--- config.mk ---
export PLATFORM = sky130hd
export DESIGN_NAME = dma_ctrl_multi_flat
export DESIGN_NICKNAME = d
export VERILOG_FILES = /design/src/rtl/dma_ctrl_multi_if.sv /design/src/rtl/dma_ctrl_multi.sv /design/src/flat_wrapper.sv
export SDC_FILE = /design/constraint.sdc
export NUM_CORES = 1
export LEC_CHECK = 0
export ABC_CLOCK_PERIOD_IN_PS = 2350
export CAP_MARGIN = 20
export CELL_PAD_IN_SITES_DETAIL_PLACEMENT = 2
export CELL_PAD_IN_SITES_GLOBAL_PLACEMENT = 2
export CORE_MARGIN = 4
export CORE_UTILIZATION = 32
export CTS_BUF_LIST = sky130_fd_sc_hd__clkbuf_8
export DETAILED_ROUTE_END_ITERATION = 16
export PLACE_DENSITY_LB_ADDON = 0.1
export SLEW_MARGIN = 20
export SYNTH_ARGS = -nofsm -noshare
export SYNTH_HDL_FRONTEND = slang
export SYNTH_SLANG_ARGS = --single-unit
export TNS_END_PERCENT = 50
--- constraint.sdc ---
create_clock -name clk_i -period 2.35 [get_ports clk_i]
set_input_delay 0.3525 -clock clk_i [delete_from_list [all_inputs] [get_ports clk_i]]
set_output_delay 0.3525 -clock clk_i [all_outputs]
set_load 0.01 [all_outputs]
--- src/rtl/dma_ctrl_multi_if.sv ---
// Register bus and descriptor/status channels of dma_ctrl_multi.
// master = the controller, slave = register bridge plus DMA engines.
interface dma_ctrl_multi_if #(
    parameter int unsigned N_MM2S          = 2,
    parameter int unsigned AXI_ADDR_WIDTH  = 32,
    parameter int unsigned AXI_LEN_WIDTH   = 32,
    parameter int unsigned AXIS_USER_WIDTH = 8,
    parameter int unsigned TAG_WIDTH       = 8,
    parameter int unsigned REG_DATA_WIDTH  = 32
);
    localparam int unsigned DW = AXI_ADDR_WIDTH + AXI_LEN_WIDTH;

    logic                              reg_wr_en;
    logic [AXI_ADDR_WIDTH-1:0]         reg_wr_addr;
    logic [REG_DATA_WIDTH-1:0]         reg_wr_data;
    logic                              reg_rd_en;
    logic [AXI_ADDR_WIDTH-1:0]         reg_rd_addr;
    logic [REG_DATA_WIDTH-1:0]         reg_rd_data;

    logic [DW-1:0]                     s2mm_desc;
    logic [TAG_WIDTH-1:0]              s2mm_tag;
    logic                              s2mm_valid;
    logic                              s2mm_ready;
    logic [3:0]                        s2mm_status_error;
    logic                              s2mm_status_valid;

    logic [N_MM2S*DW-1:0]              mm2s_desc;
    logic [N_MM2S*AXIS_USER_WIDTH-1:0] mm2s_user;
    logic [N_MM2S-1:0]                 mm2s_valid;
    logic [N_MM2S-1:0]                 mm2s_ready;
    logic [N_MM2S*4-1:0]               mm2s_status_error;
    logic [N_MM2S-1:0]                 mm2s_status_valid;

    logic                              irq;

    modport master (
        input  reg_wr_en, reg_wr_addr, reg_wr_data, reg_rd_en, reg_rd_addr,
        input  s2mm_ready, s2mm_status_error, s2mm_status_valid,
        input  mm2s_ready, mm2s_status_error, mm2s_status_valid,
        output reg_rd_data, s2mm_desc, s2mm_tag, s2mm_valid,
        output mm2s_desc, mm2s_user, mm2s_valid, irq
    );

    modport slave (
        output reg_wr_en, reg_wr_addr, reg_wr_data, reg_rd_en, reg_rd_addr,
        output s2mm_ready, s2mm_status_error, s2mm_status_valid,
        output mm2s_ready, mm2s_status_error, mm2s_status_valid,
        input  reg_rd_data, s2mm_desc, s2mm_tag, s2mm_valid,
        input  mm2s_desc, mm2s_user, mm2s_valid, irq
    );
endinterface

--- src/rtl/dma_ctrl_multi.sv ---
// Register-mapped DMA job controller: N_MM2S read channels plus one S2MM write channel.
// Define DMA_CTRL_PERF_EN to build the saturating CYCLES job-duration counter.
module dma_ctrl_multi #(
    parameter int unsigned N_MM2S          = 2,
    parameter int unsigned AXI_ADDR_WIDTH  = 32,
    parameter int unsigned AXI_LEN_WIDTH   = 32,
    parameter int unsigned AXIS_USER_WIDTH = 8,
    parameter int unsigned TAG_WIDTH       = 8,
    parameter int unsigned REG_DATA_WIDTH  = 32
) (
    input logic              clk_i,
    input logic              rstn_i,
    dma_ctrl_multi_if.master bus_io
);
    localparam int unsigned AW = AXI_ADDR_WIDTH;
    localparam int unsigned LW = AXI_LEN_WIDTH;
    localparam int unsigned UW = AXIS_USER_WIDTH;
    localparam int unsigned DW = AW + LW;
    localparam int unsigned RW = REG_DATA_WIDTH;
    localparam int unsigned NC = N_MM2S + 1;

    localparam logic [1:0] StIdle  = 2'd0;
    localparam logic [1:0] StIssue = 2'd1;
    localparam logic [1:0] StWait  = 2'd2;
    localparam logic [1:0] StDone  = 2'd3;

    logic [1:0]                      state_q, state_d;
    logic                            irq_en_q, done_q, done_d, err_q, err_d;
    logic [7:0]                      err_code_q, err_code_d, err_code_new;
    logic [RW-1:0]                   job_count_q, rd_data_q, rd_val, cycles;
    logic [AW-1:0]                   s2mm_addr_q;
    logic [LW-1:0]                   s2mm_len_q;
    logic [N_MM2S-1:0][AW-1:0]       mm2s_addr_q;
    logic [N_MM2S-1:0][LW-1:0]       mm2s_len_q;
    logic [N_MM2S-1:0][UW-1:0]       mm2s_user_q, mm2s_uout_q;
    logic [N_MM2S-1:0][DW-1:0]       mm2s_desc_q;
    logic [DW-1:0]                   s2mm_desc_q;
    logic [TAG_WIDTH-1:0]            tag_q;
    // Channel vectors: bits [N_MM2S-1:0] are MM2S, bit N_MM2S is S2MM.
    logic [NC-1:0]                   valid_q, valid_d, pend_q, pend_d;
    logic [NC-1:0]                   len_nz, ready, stat_v, acc;
    logic [NC-1:0][3:0]              stat_err;
    logic                            busy, launch, enter_done, err_found;

    assign busy   = (state_q == StIssue) || (state_q == StWait);
    assign launch = bus_io.reg_wr_en && (bus_io.reg_wr_addr == AW'(0)) &&
                    bus_io.reg_wr_data[0] && !busy;

    always_comb begin
        for (int i = 0; i < N_MM2S; i++) begin
            ready[i]    = bus_io.mm2s_ready[i];
            stat_v[i]   = bus_io.mm2s_status_valid[i];
            stat_err[i] = bus_io.mm2s_status_error[4*i +: 4];
            len_nz[i]   = (mm2s_len_q[i] != '0);
        end
        ready[N_MM2S]    = bus_io.s2mm_ready;
        stat_v[N_MM2S]   = bus_io.s2mm_status_valid;
        stat_err[N_MM2S] = bus_io.s2mm_status_error;
        len_nz[N_MM2S]   = (s2mm_len_q != '0);
    end

    // Status counts only after the channel's own descriptor has handshaked.
    assign acc = stat_v & pend_q & ~valid_q & {NC{busy}};

    always_comb begin
        state_d = state_q;
        valid_d = valid_q & ~ready;
        pend_d  = pend_q & ~acc;
        case (state_q)
            StIdle, StDone: begin
                state_d = StIdle;
                if (launch) begin
                    state_d = StIssue;
                    valid_d = len_nz;
                    pend_d  = len_nz;
                end
            end
            StIssue: if ((valid_q & ~ready) == '0) state_d = StWait;
            StWait:  if (pend_d == '0) state_d = StDone;
            default: state_d = StIdle;
        endcase
    end

    assign enter_done = (state_q == StWait) && (pend_d == '0);

    // Lowest MM2S index wins among same-cycle errors; S2MM has lowest priority.
    always_comb begin
        err_found    = 1'b0;
        err_code_new = '0;
        for (int i = 0; i < N_MM2S; i++) begin
            if (!err_found && acc[i] && stat_err[i] != 4'd0) begin
                err_found    = 1'b1;
                err_code_new = {4'(i), stat_err[i]};
            end
        end
        if (!err_found && acc[N_MM2S] && stat_err[N_MM2S] != 4'd0) begin
            err_found    = 1'b1;
            err_code_new = {4'hF, stat_err[N_MM2S]};
        end
    end

    always_comb begin
        done_d     = done_q;
        err_d      = err_q;
        err_code_d = err_code_q;
        if (bus_io.reg_wr_en && bus_io.reg_wr_addr == AW'(1)) begin
            if (bus_io.reg_wr_data[1]) done_d = 1'b0;
            if (bus_io.reg_wr_data[2]) err_d = 1'b0;
        end
        if (launch) begin
            done_d = 1'b0;
            err_d  = 1'b0;
        end
        if (enter_done) done_d = 1'b1;
        if (err_found) begin
            err_d = 1'b1;
            if (!err_q) err_code_d = err_code_new;
        end
    end

    always_comb begin
        rd_val = '0;
        case (bus_io.reg_rd_addr)
            AW'(0): rd_val[1]   = irq_en_q;
            AW'(1): rd_val[2:0] = {err_q, done_q, busy};
            AW'(2): rd_val[7:0] = err_code_q;
            AW'(3): rd_val      = cycles;
            AW'(4): rd_val      = RW'(s2mm_addr_q);
            AW'(5): rd_val      = RW'(s2mm_len_q);
            AW'(6): rd_val      = job_count_q;
            default: begin
                for (int i = 0; i < N_MM2S; i++) begin
                    if (bus_io.reg_rd_addr == AW'(8 + 4 * i))  rd_val = RW'(mm2s_addr_q[i]);
                    if (bus_io.reg_rd_addr == AW'(9 + 4 * i))  rd_val = RW'(mm2s_len_q[i]);
                    if (bus_io.reg_rd_addr == AW'(10 + 4 * i)) rd_val = RW'(mm2s_user_q[i]);
                end
            end
        endcase
    end

    always_ff @(posedge clk_i or negedge rstn_i) begin
        if (!rstn_i) begin
            state_q     <= StIdle;
            valid_q     <= '0;
            pend_q      <= '0;
            done_q      <= 1'b0;
            err_q       <= 1'b0;
            err_code_q  <= '0;
            job_count_q <= '0;
            rd_data_q   <= '0;
            s2mm_desc_q <= '0;
            tag_q       <= '0;
            mm2s_desc_q <= '0;
            mm2s_uout_q <= '0;
        end else begin
            state_q    <= state_d;
            valid_q    <= valid_d;
            pend_q     <= pend_d;
            done_q     <= done_d;
            err_q      <= err_d;
            err_code_q <= err_code_d;
            if (enter_done) job_count_q <= job_count_q + 1'b1;
            if (bus_io.reg_rd_en) rd_data_q <= rd_val;
            if (launch) begin
                s2mm_desc_q <= {s2mm_len_q, s2mm_addr_q};
                tag_q       <= job_count_q[TAG_WIDTH-1:0];
                for (int i = 0; i < N_MM2S; i++) begin
                    mm2s_desc_q[i] <= {mm2s_len_q[i], mm2s_addr_q[i]};
                    mm2s_uout_q[i] <= mm2s_user_q[i];
                end
            end
        end
    end

    // Shadow registers: always writable, consumed only at job launch.
    always_ff @(posedge clk_i or negedge rstn_i) begin
        if (!rstn_i) begin
            irq_en_q    <= 1'b0;
            s2mm_addr_q <= '0;
            s2mm_len_q  <= '0;
            mm2s_addr_q <= '0;
            mm2s_len_q  <= '0;
            mm2s_user_q <= '0;
        end else if (bus_io.reg_wr_en) begin
            if (bus_io.reg_wr_addr == AW'(0)) irq_en_q <= bus_io.reg_wr_data[1];
            if (bus_io.reg_wr_addr == AW'(4)) s2mm_addr_q <= bus_io.reg_wr_data[AW-1:0];
            if (bus_io.reg_wr_addr == AW'(5)) s2mm_len_q <= bus_io.reg_wr_data[LW-1:0];
            for (int i = 0; i < N_MM2S; i++) begin
                if (bus_io.reg_wr_addr == AW'(8 + 4 * i))
                    mm2s_addr_q[i] <= bus_io.reg_wr_data[AW-1:0];
                if (bus_io.reg_wr_addr == AW'(9 + 4 * i))
                    mm2s_len_q[i] <= bus_io.reg_wr_data[LW-1:0];
                if (bus_io.reg_wr_addr == AW'(10 + 4 * i))
                    mm2s_user_q[i] <= bus_io.reg_wr_data[UW-1:0];
            end
        end
    end

`ifdef DMA_CTRL_PERF_EN
    logic [RW-1:0] cycles_q;

    always_ff @(posedge clk_i or negedge rstn_i) begin
        if (!rstn_i) begin
            cycles_q <= '0;
        end else if (launch) begin
            cycles_q <= '0;
        end else if (busy && cycles_q != '1) begin
            cycles_q <= cycles_q + 1'b1;
        end
    end

    assign cycles = cycles_q;
`else
    assign cycles = '0;
`endif

    assign bus_io.reg_rd_data = rd_data_q;
    assign bus_io.s2mm_desc   = s2mm_desc_q;
    assign bus_io.s2mm_tag    = tag_q;
    assign bus_io.s2mm_valid  = valid_q[N_MM2S];
    assign bus_io.mm2s_desc   = mm2s_desc_q;
    assign bus_io.mm2s_user   = mm2s_uout_q;
    assign bus_io.mm2s_valid  = valid_q[N_MM2S-1:0];
    assign bus_io.irq         = done_q & irq_en_q;
endmodule

--- src/flat_wrapper.sv ---
// flat-port wrapper written by rule: the top's interface ports become plain ports
module dma_ctrl_multi_flat 
#(
    parameter int unsigned N_MM2S          = 2,
    parameter int unsigned AXI_ADDR_WIDTH  = 32,
    parameter int unsigned AXI_LEN_WIDTH   = 32,
    parameter int unsigned AXIS_USER_WIDTH = 8,
    parameter int unsigned TAG_WIDTH       = 8,
    parameter int unsigned REG_DATA_WIDTH  = 32
)
  (clk_i, rstn_i, bus_io_reg_wr_en, bus_io_reg_wr_addr, bus_io_reg_wr_data, bus_io_reg_rd_en, bus_io_reg_rd_addr, bus_io_s2mm_ready, bus_io_s2mm_status_error, bus_io_s2mm_status_valid, bus_io_mm2s_ready, bus_io_mm2s_status_error, bus_io_mm2s_status_valid, bus_io_reg_rd_data, bus_io_s2mm_desc, bus_io_s2mm_tag, bus_io_s2mm_valid, bus_io_mm2s_desc, bus_io_mm2s_user, bus_io_mm2s_valid, bus_io_irq);
  dma_ctrl_multi_if #(.N_MM2S(N_MM2S), .AXI_ADDR_WIDTH(AXI_ADDR_WIDTH), .AXI_LEN_WIDTH(AXI_LEN_WIDTH), .AXIS_USER_WIDTH(AXIS_USER_WIDTH), .TAG_WIDTH(TAG_WIDTH), .REG_DATA_WIDTH(REG_DATA_WIDTH)) bus_io_i ();
  input logic clk_i;
  input logic rstn_i;
  input wire logic [$bits(bus_io_i.reg_wr_en)-1:0] bus_io_reg_wr_en;
  input wire logic [$bits(bus_io_i.reg_wr_addr)-1:0] bus_io_reg_wr_addr;
  input wire logic [$bits(bus_io_i.reg_wr_data)-1:0] bus_io_reg_wr_data;
  input wire logic [$bits(bus_io_i.reg_rd_en)-1:0] bus_io_reg_rd_en;
  input wire logic [$bits(bus_io_i.reg_rd_addr)-1:0] bus_io_reg_rd_addr;
  input wire logic [$bits(bus_io_i.s2mm_ready)-1:0] bus_io_s2mm_ready;
  input wire logic [$bits(bus_io_i.s2mm_status_error)-1:0] bus_io_s2mm_status_error;
  input wire logic [$bits(bus_io_i.s2mm_status_valid)-1:0] bus_io_s2mm_status_valid;
  input wire logic [$bits(bus_io_i.mm2s_ready)-1:0] bus_io_mm2s_ready;
  input wire logic [$bits(bus_io_i.mm2s_status_error)-1:0] bus_io_mm2s_status_error;
  input wire logic [$bits(bus_io_i.mm2s_status_valid)-1:0] bus_io_mm2s_status_valid;
  output wire logic [$bits(bus_io_i.reg_rd_data)-1:0] bus_io_reg_rd_data;
  output wire logic [$bits(bus_io_i.s2mm_desc)-1:0] bus_io_s2mm_desc;
  output wire logic [$bits(bus_io_i.s2mm_tag)-1:0] bus_io_s2mm_tag;
  output wire logic [$bits(bus_io_i.s2mm_valid)-1:0] bus_io_s2mm_valid;
  output wire logic [$bits(bus_io_i.mm2s_desc)-1:0] bus_io_mm2s_desc;
  output wire logic [$bits(bus_io_i.mm2s_user)-1:0] bus_io_mm2s_user;
  output wire logic [$bits(bus_io_i.mm2s_valid)-1:0] bus_io_mm2s_valid;
  output wire logic [$bits(bus_io_i.irq)-1:0] bus_io_irq;
  assign bus_io_i.reg_wr_en = bus_io_reg_wr_en;
  assign bus_io_i.reg_wr_addr = bus_io_reg_wr_addr;
  assign bus_io_i.reg_wr_data = bus_io_reg_wr_data;
  assign bus_io_i.reg_rd_en = bus_io_reg_rd_en;
  assign bus_io_i.reg_rd_addr = bus_io_reg_rd_addr;
  assign bus_io_i.s2mm_ready = bus_io_s2mm_ready;
  assign bus_io_i.s2mm_status_error = bus_io_s2mm_status_error;
  assign bus_io_i.s2mm_status_valid = bus_io_s2mm_status_valid;
  assign bus_io_i.mm2s_ready = bus_io_mm2s_ready;
  assign bus_io_i.mm2s_status_error = bus_io_mm2s_status_error;
  assign bus_io_i.mm2s_status_valid = bus_io_mm2s_status_valid;
  assign bus_io_reg_rd_data = bus_io_i.reg_rd_data;
  assign bus_io_s2mm_desc = bus_io_i.s2mm_desc;
  assign bus_io_s2mm_tag = bus_io_i.s2mm_tag;
  assign bus_io_s2mm_valid = bus_io_i.s2mm_valid;
  assign bus_io_mm2s_desc = bus_io_i.mm2s_desc;
  assign bus_io_mm2s_user = bus_io_i.mm2s_user;
  assign bus_io_mm2s_valid = bus_io_i.mm2s_valid;
  assign bus_io_irq = bus_io_i.irq;
  dma_ctrl_multi #(.N_MM2S(N_MM2S), .AXI_ADDR_WIDTH(AXI_ADDR_WIDTH), .AXI_LEN_WIDTH(AXI_LEN_WIDTH), .AXIS_USER_WIDTH(AXIS_USER_WIDTH), .TAG_WIDTH(TAG_WIDTH), .REG_DATA_WIDTH(REG_DATA_WIDTH)) u_core (.clk_i(clk_i), .rstn_i(rstn_i), .bus_io(bus_io_i));
endmodule
After elaboration in Yosys (flattened, before gate mapping)
Cells that the tools add are included.
{"block": "word_totals", "register_bits": 507, "mem_bits_rw": 0, "mem_count": 0, "mem_bits_ro": 0, "latch_bits": 0, "elab_cells": 140}
{"block": "classes", "order_cmp": 0, "n_bitwise": 10, "n_reduce_logical": 47, "div_mod_pow": 0, "muxes": 33, "add_sub_neg": 1, "shift": 0, "multipliers": 0, "eq_ne": 26}
{"operator": "$eq 32x4->1 const B", "n": 12}
{"operator": "$mux 32", "n": 6}
{"operator": "$eq 32x3->1 const B", "n": 5}
{"operator": "$pmux 24 s4", "n": 1}
{"operator": "$reduce_bool 32->1", "n": 3}
{"operator": "$eq 32x1->1 const B", "n": 2}
{"operator": "$eq 32x2->1 const B", "n": 2}
{"operator": "$logic_not 32->1", "n": 2}
{"operator": "$add 32x1->32 const B", "n": 1}
{"operator": "$reduce_and 2->1", "n": 13}
{"operator": "$pmux 5 s5", "n": 1}
{"operator": "$and 3x3->3", "n": 5}
{"operator": "$mux 1", "n": 12}
{"operator": "$mux 3", "n": 4}
{"operator": "$pmux 1 s6", "n": 2}
{"operator": "$reduce_bool 3->1", "n": 4}
{"operator": "$reduce_bool 4->1", "n": 3}
{"operator": "$logic_and 1x1->1", "n": 10}
{"operator": "$logic_not 3->1", "n": 3}
{"operator": "$not 3->3", "n": 3}
{"operator": "$mux 8", "n": 1}
{"operator": "$pmux 1 s7", "n": 1}
{"operator": "$pmux 2 s3", "n": 1}
{"operator": "$mux 5", "n": 1}
{"operator": "other kinds (13)", "n": 19}

Logic depth before layout (Yosys ltp)
{"block": "logic_depth", "ltp_word": 15, "mapped_depth": 10, "mapped_depth_nobuf": 8}

Worst setup path after synthesis
No wires, ideal clock.
{"block": "synth_path", "path_type": "register to register", "startpoint": "register u_core.state_q[0]", "endpoint": "register u_core.err_code_q[0]", "arrival_time_ns": 2.276, "setup_slack_ns": -0.054, "stages_incl_launch_ff": 10, "setup_ns": 0.128, "n_path_buf": 1, "required_ns": 2.222, "cell_sequence": "dfrtp_1 inv_1 ha_1 nor4bb_1 clkbuf_1 a22oi_2 and3_2 o41ai_1 a21oi_2 mux2_1"}
{"block": "synth_between", "elab_chain_cells": 14}
{"item": "start, declared", "line_no": "dma_ctrl_multi.sv:27", "text": "logic [1:0] state_q, state_d;"}
{"item": "start signal, assigned", "line_no": "dma_ctrl_multi.sv:143", "text": "state_q <= StIdle;"}
{"item": "start signal, assigned", "line_no": "dma_ctrl_multi.sv:156", "text": "state_q <= state_d;"}
{"item": "$eq 2x1->1 or $eq 2x2->1 (tied branches)", "line_no": "dma_ctrl_multi.sv:45", "text": "assign busy = (state_q == StIssue) || (state_q == StWait);"}
{"item": "$logic_or 1x1->1 *", "line_no": "dma_ctrl_multi.sv:45"}
{"item": "$and 3x3->3 *", "line_no": "dma_ctrl_multi.sv:63", "text": "assign acc = stat_v & pend_q & ~valid_q & {NC{busy}};"}
{"item": "$logic_and 1x1->1", "line_no": "dma_ctrl_multi.sv:91", "text": "if (!err_found && acc[i] && stat_err[i] != 4'd0) begin"}
{"item": "$mux 1", "line_no": "dma_ctrl_multi.sv:91"}
{"item": "$logic_not 1->1", "line_no": "dma_ctrl_multi.sv:91"}
{"item": "$logic_and 1x1->1 (2 in series)", "line_no": "dma_ctrl_multi.sv:91"}
{"item": "$mux 1", "line_no": "dma_ctrl_multi.sv:91"}
{"item": "$logic_not 1->1", "line_no": "dma_ctrl_multi.sv:96", "text": "if (!err_found && acc[N_MM2S] && stat_err[N_MM2S] != 4'd0) begin"}
{"item": "$logic_and 1x1->1 (2 in series)", "line_no": "dma_ctrl_multi.sv:96"}
{"item": "$mux 1", "line_no": "dma_ctrl_multi.sv:96"}
{"item": "$reduce_and 2->1 (no source line)"}
{"item": "end signal, assigned", "line_no": "dma_ctrl_multi.sv:161", "text": "err_code_q <= err_code_d;"}
{"item": "end, declared", "line_no": "dma_ctrl_multi.sv:29", "text": "logic [7:0] err_code_q, err_code_d, err_code_new;"}
Every way passes the cells marked *; elsewhere a longest branch is shown, timed or not.
A chain may end at the register's enable or synchronous reset.

Final worst setup path
{"block": "layout_path", "startpoint": "register u_core.mm2s_len_q[40] (netlist bit)", "endpoint": "register u_core.job_count_q[31]"}
{"block": "layout_between", "elab_chain_cells": 5}
{"item": "start, declared", "line_no": "dma_ctrl_multi.sv:34", "text": "logic [N_MM2S-1:0][LW-1:0] mm2s_len_q;"}
{"item": "start signal, assigned by index", "line_no": "dma_ctrl_multi.sv:192", "text": "mm2s_len_q[i] <= bus_io.reg_wr_data[LW-1:0];"}
{"item": "$reduce_bool 32->1", "line_no": "dma_ctrl_multi.sv:54", "text": "len_nz[i] = (mm2s_len_q[i] != '0);"}
{"item": "$mux 3", "line_no": "dma_ctrl_multi.sv:72", "text": "if (launch) begin"}
{"item": "$mux 3", "line_no": "dma_ctrl_multi.sv:69", "text": "case (state_q)"}
{"item": "$logic_not 3->1", "line_no": "dma_ctrl_multi.sv:84", "text": "assign enter_done = (state_q == StWait) && (pend_d == '0);"}
{"item": "$logic_and 1x1->1", "line_no": "dma_ctrl_multi.sv:84"}
{"item": "end signal, assigned", "line_no": "dma_ctrl_multi.sv:162", "text": "if (enter_done) job_count_q <= job_count_q + 1'b1;"}
{"item": "end, declared", "line_no": "dma_ctrl_multi.sv:30", "text": "logic [RW-1:0] job_count_q, rd_data_q, rd_val, cycles;"}
Every way passes these cells.

==> run summary <==
Top cells by area, synth -> sky130_fd_sc_hd__dfrtp_1 59%, sky130_fd_sc_hd__nand2_1 12%, sky130_fd_sc_hd__mux2_2 11%
Result of the run -> finished with violations
Power Dens Cells -> 596 nW/um^2
Worst path required time -> 2930 ps
Violated checks -> setup timing
Pleak -> 0.0152 uW
FILL cells -> 6,858
Transition time at the pin with the least slew margin -> 699 ps
Highest-count cells in the layout ignoring fill and taps -> 685 x sky130_fd_sc_hd__nand2_1, 502 x sky130_fd_sc_hd__dfrtp_1, 367 x sky130_fd_sc_hd__clkdlybuf4s50_1, 236 x sky130_fd_sc_hd__buf_4, 201 x sky130_fd_sc_hd__mux2_2
Net count, final -> 2,734
Power Internal -> 13,800 uW
Sequential fraction of design power -> 48.2%
Crit path depth -> 10
Maximum root-to-sink buffer count -> 3
Unique cell type count in the Yosys netlist -> 62
Gate count after technology mapping -> 1,990
Area of the die -> 71,700 sq um
Yosys top cell by area -> sky130_fd_sc_hd__dfrtp_1
Fraction of the yosys area taken by sequential cells -> 58.5%
Clock transition at path regs -> 60 ps
Master cell of the clock root buffer -> sky130_fd_sc_hd__clkbuf_8
Number of failing hold endpoints at the final stage -> 0
CTS tree -> built
Overall track demand over capacity in global routing -> 25.4%
Max stage delay on crit path -> 420 ps
Worst Clk Skew -> 29.7 ps
Synthesized flop and latch total -> 505
Number of failing setup endpoints in the final timing report -> 32
Final worst-path setup slack -> -110 ps
Unrepaired setup endpoints after global routing -> yes
Highest fanout seen on the critical path -> 15
Cell count of the worst hold path -> 3
Fraction of registers with async set or reset after synthesis -> 100%
Starting DRT DRC Count -> 1,151
Finished Cell Area -> 30,500 sq um
Number of maximum-capacitance violations -> 0
Worst min path class -> in -> reg
Global-route wire length before repair -> 137 mm
DP Wirelength -> 66.6 mm
Count of input and output buffers -> 369
Final Wtd Congestion -> 0.848
Synth Net Count -> 2,111
Top-area cell type share of the netlist area -> 58.5%
Launch point of the worst reg-to-reg path -> u_core.mm2s_len_q[40]$_DFFE_PN0P_
Die Y -> 268 um
Post-synth top flop -> sky130_fd_sc_hd__dfrtp_1
Cell area after synthesis -> 21,600 sq um
Routed via count divided by cell count -> 5.21
Clock buffer count from CTS -> 92
Category of the worst setup path capture point -> flop
RR Endpoint -> u_core.job_count_q[31]$_DFFE_PN0P_
Commonest non-fill, non-tap cell in the layout -> sky130_fd_sc_hd__nand2_1
Cells traversed along the worst timing path -> nor4_4 -> buf_4 -> nand4_1 -> buf_6 -> nor4_4 -> buf_4 -> nand4_1 -> buf_8 -> a21oi_1 -> xor2_1
Number of enable-type register cells in the synthesized netlist -> 0
Capturing instance or port of the critical path -> u_core.job_count_q[31]$_DFFE_PN0P_
Vias after detailed routing -> 18,503
Initial Util -> 32.5%
Cell with the largest stage delay on the worst path -> sky130_fd_sc_hd__dfrtp_1
Power dissipated by switching net loads -> 4360 uW
Register-to-register setup slack -> -110 ps
Max Clk Rate -> 407 MHz
Startpoint type of the worst setup path -> flop
Worst path bufs/invs -> 4
Total Routed Length -> 91.2 mm
Kind of cell adding the most delay to the critical path -> simple AND/OR/NAND/NOR gates
Proportion of layout cells with a drive suffix above 1 -> 25.9%
Depth of the worst register-to-register path -> 10
Pin count of the biggest net entering global routing -> 71
Average cell area after synthesis -> 10.8 sq um
Sw Share -> 24.0%
Average wire per cell in the routed design -> 25.7 um
Part of the power in combinational logic -> 4.4%
Max-slew headroom -> 53.3%
Warnings, synthesis -> 0
Type of the worst setup path -> reg -> reg
Worst setup startpoint -> u_core.mm2s_len_q[40]$_DFFE_PN0P_
Final worst path period need -> 2460 ps
Number of top-level pins -> 370
Pre-Repair DR Iteration Count -> 6
Clock network power share -> 47.4%
Core region area -> 66,300 sq um
Global-route congestion overflow total -> 0
Vias in the first global route -> 21,175
Die Wd -> 268 um
Std-Cell Rows -> 94
Number of max-slew violations in the final report -> 0
Layout overhead on the synthesized area -> 41.5%
# H-tree levels -> 3
CTS sink cnt -> 505
Antenna violations before repair -> 5
Skew-Pair Late Insertion Delay -> 690 ps
DRC violation count after routing -> 0
Final-layout setup total negative slack -> -2290 ps
Maximum vdd ir drop -> 0.000602 V
Antenna Violating Nets Remaining -> 0
Arrival time reported for the critical path endpoint -> 3040 ps
Final clock period utilization by the worst path -> 105%
Dpl cell area -> 28,300 sq um
==> through the flow <==
stage	hold slack, ps	std cells	util [%]	setup slack (ps)	total power, uW
CTS	45.0	3547	45.9	-110	18400
finish	107	3550	46.0	-110	18200
global route	100	3549	46.0	-262	19000
detailed placement	350	3379	42.7	-734	9730
floorplan	56.9	1990	-	23.3	9040
global placement	350	3379	42.7	-690	9710
==> layout make-up <==
class	count	area [sq um]	share of cell area [%]
clock buffer	119	1640	5.36
inverter	10	37.5	0.123
multi-input combinational	1362	8710	28.5
antenna	3	7.51	0.0246
timing repair buffer	642	6160	20.2
tap	864	1080	3.54
clock inverter	45	255	0.836
sequential	505	12600	41.4
==> routing by layer <==
| metal | up-vias | GRT usage (%) | wire (um) |
|---|---|---|---|
| li1 | 8153 | - | - |
| met1 | 9702 | 32.7 | 39000 |
| met2 | 485 | 43.2 | 44800 |
| met3 | 159 | 4.73 | 4180 |
| met4 | 4 | 8.62 | 3190 |
| met5 | - | 0 | 27 |
==> worst min path at each step <==
stage	start	end	slack, ps
finish	bus_io_reg_rd_en	u_core.bus_io.reg_rd_data[0]$_DFFE_PN0P_	110
global route	bus_io_reg_rd_en	u_core.bus_io.reg_rd_data[0]$_DFFE_PN0P_	100
CTS	bus_io_reg_rd_en	u_core.bus_io.reg_rd_data[0]$_DFFE_PN0P_	40
detailed placement	rstn_i	u_core.s2mm_addr_q[3]$_DFFE_PN0P_	350
global placement	rstn_i	u_core.s2mm_addr_q[5]$_DFFE_PN0P_	350
floorplan	rstn_i	u_core.bus_io.mm2s_desc[0]$_DFFE_PN0P_	60
==> sequential cells by signal, summed over array words and instances, names as in the netlist <==
signal	cells
u_core.bus_io.mm2s_desc	128
u_core.bus_io.s2mm_desc	64
u_core.mm2s_addr_q	64
u_core.mm2s_len_q	64
u_core.bus_io.reg_rd_data	32
u_core.job_count_q	32
u_core.s2mm_addr_q	32
u_core.s2mm_len_q	32
u_core.bus_io.mm2s_user	16
u_core.mm2s_user_q	16
u_core.bus_io.s2mm_tag	8
u_core.err_code_q	6
u_core.pend_q	3
u_core.valid_q	3
u_core.state_q	2
u_core.done_q	1
u_core.err_q	1
u_core.irq_en_q	1
==> cells in the mapped netlist (all sizes together), types with 11 or more instances <==
cell type    n
a21oi       32
a221oi      29
a222oi      27
a22o        23
a31oi       29
and3        14
buf         50
clkbuf      63
dfrtp      505
mux2       221
mux2i       11
nand2      687
nand2b      15
nand3       30
nand4       20
nor2        41
nor4        50
o21ai       26
xor2        30
==> power by group through the flow <==
stage | Clock (uW) | Sequential [uW] | Combinational, uW
6_report | 8620 | 8760 | 809
3_3_place_gp | 0 | 8920 | 791
2_1_floorplan | 0 | 8920 | 121
5_1_grt | 9310 | 8760 | 881
3_5_place_dp | 0 | 8920 | 815
4_1_cts | 8850 | 8760 | 823
==> worst reg2reg max path: stages (launching register included) <==
cell and delay (ps):
sky130_fd_sc_hd__dfrtp_1 420, sky130_fd_sc_hd__nor4_4 310, sky130_fd_sc_hd__buf_4 170, sky130_fd_sc_hd__nand4_1 100
sky130_fd_sc_hd__buf_6 170, sky130_fd_sc_hd__nor4_4 320, sky130_fd_sc_hd__buf_4 180, sky130_fd_sc_hd__nand4_1 130
sky130_fd_sc_hd__buf_8 200, sky130_fd_sc_hd__a21oi_1 190, sky130_fd_sc_hd__xor2_1 170
==> timing repair <==
action / CTS / global route
endpoints found under the hold margin: 39 / 0
gates cloned: 0 / 0
gates resized for setup: 45 / 13
setup endpoints to repair: 44 / 43
hold buffers: 1 / 0
setup buffers: 3 / 0
pin swaps: 9 / 2
==> cell families after synthesis <==
logic type      count (synthesis)  share of synthesized area, %
fa+ha+maj                       3                         0.174
compound gates                206                          7.14
xor+xnor                       31                          1.26
buf+inv                       123                          2.47
flops                         505                          58.5
mux                           232                          12.2
simple gates                  890                          18.2
Note: power is estimated with default switching activity, not from simulation.
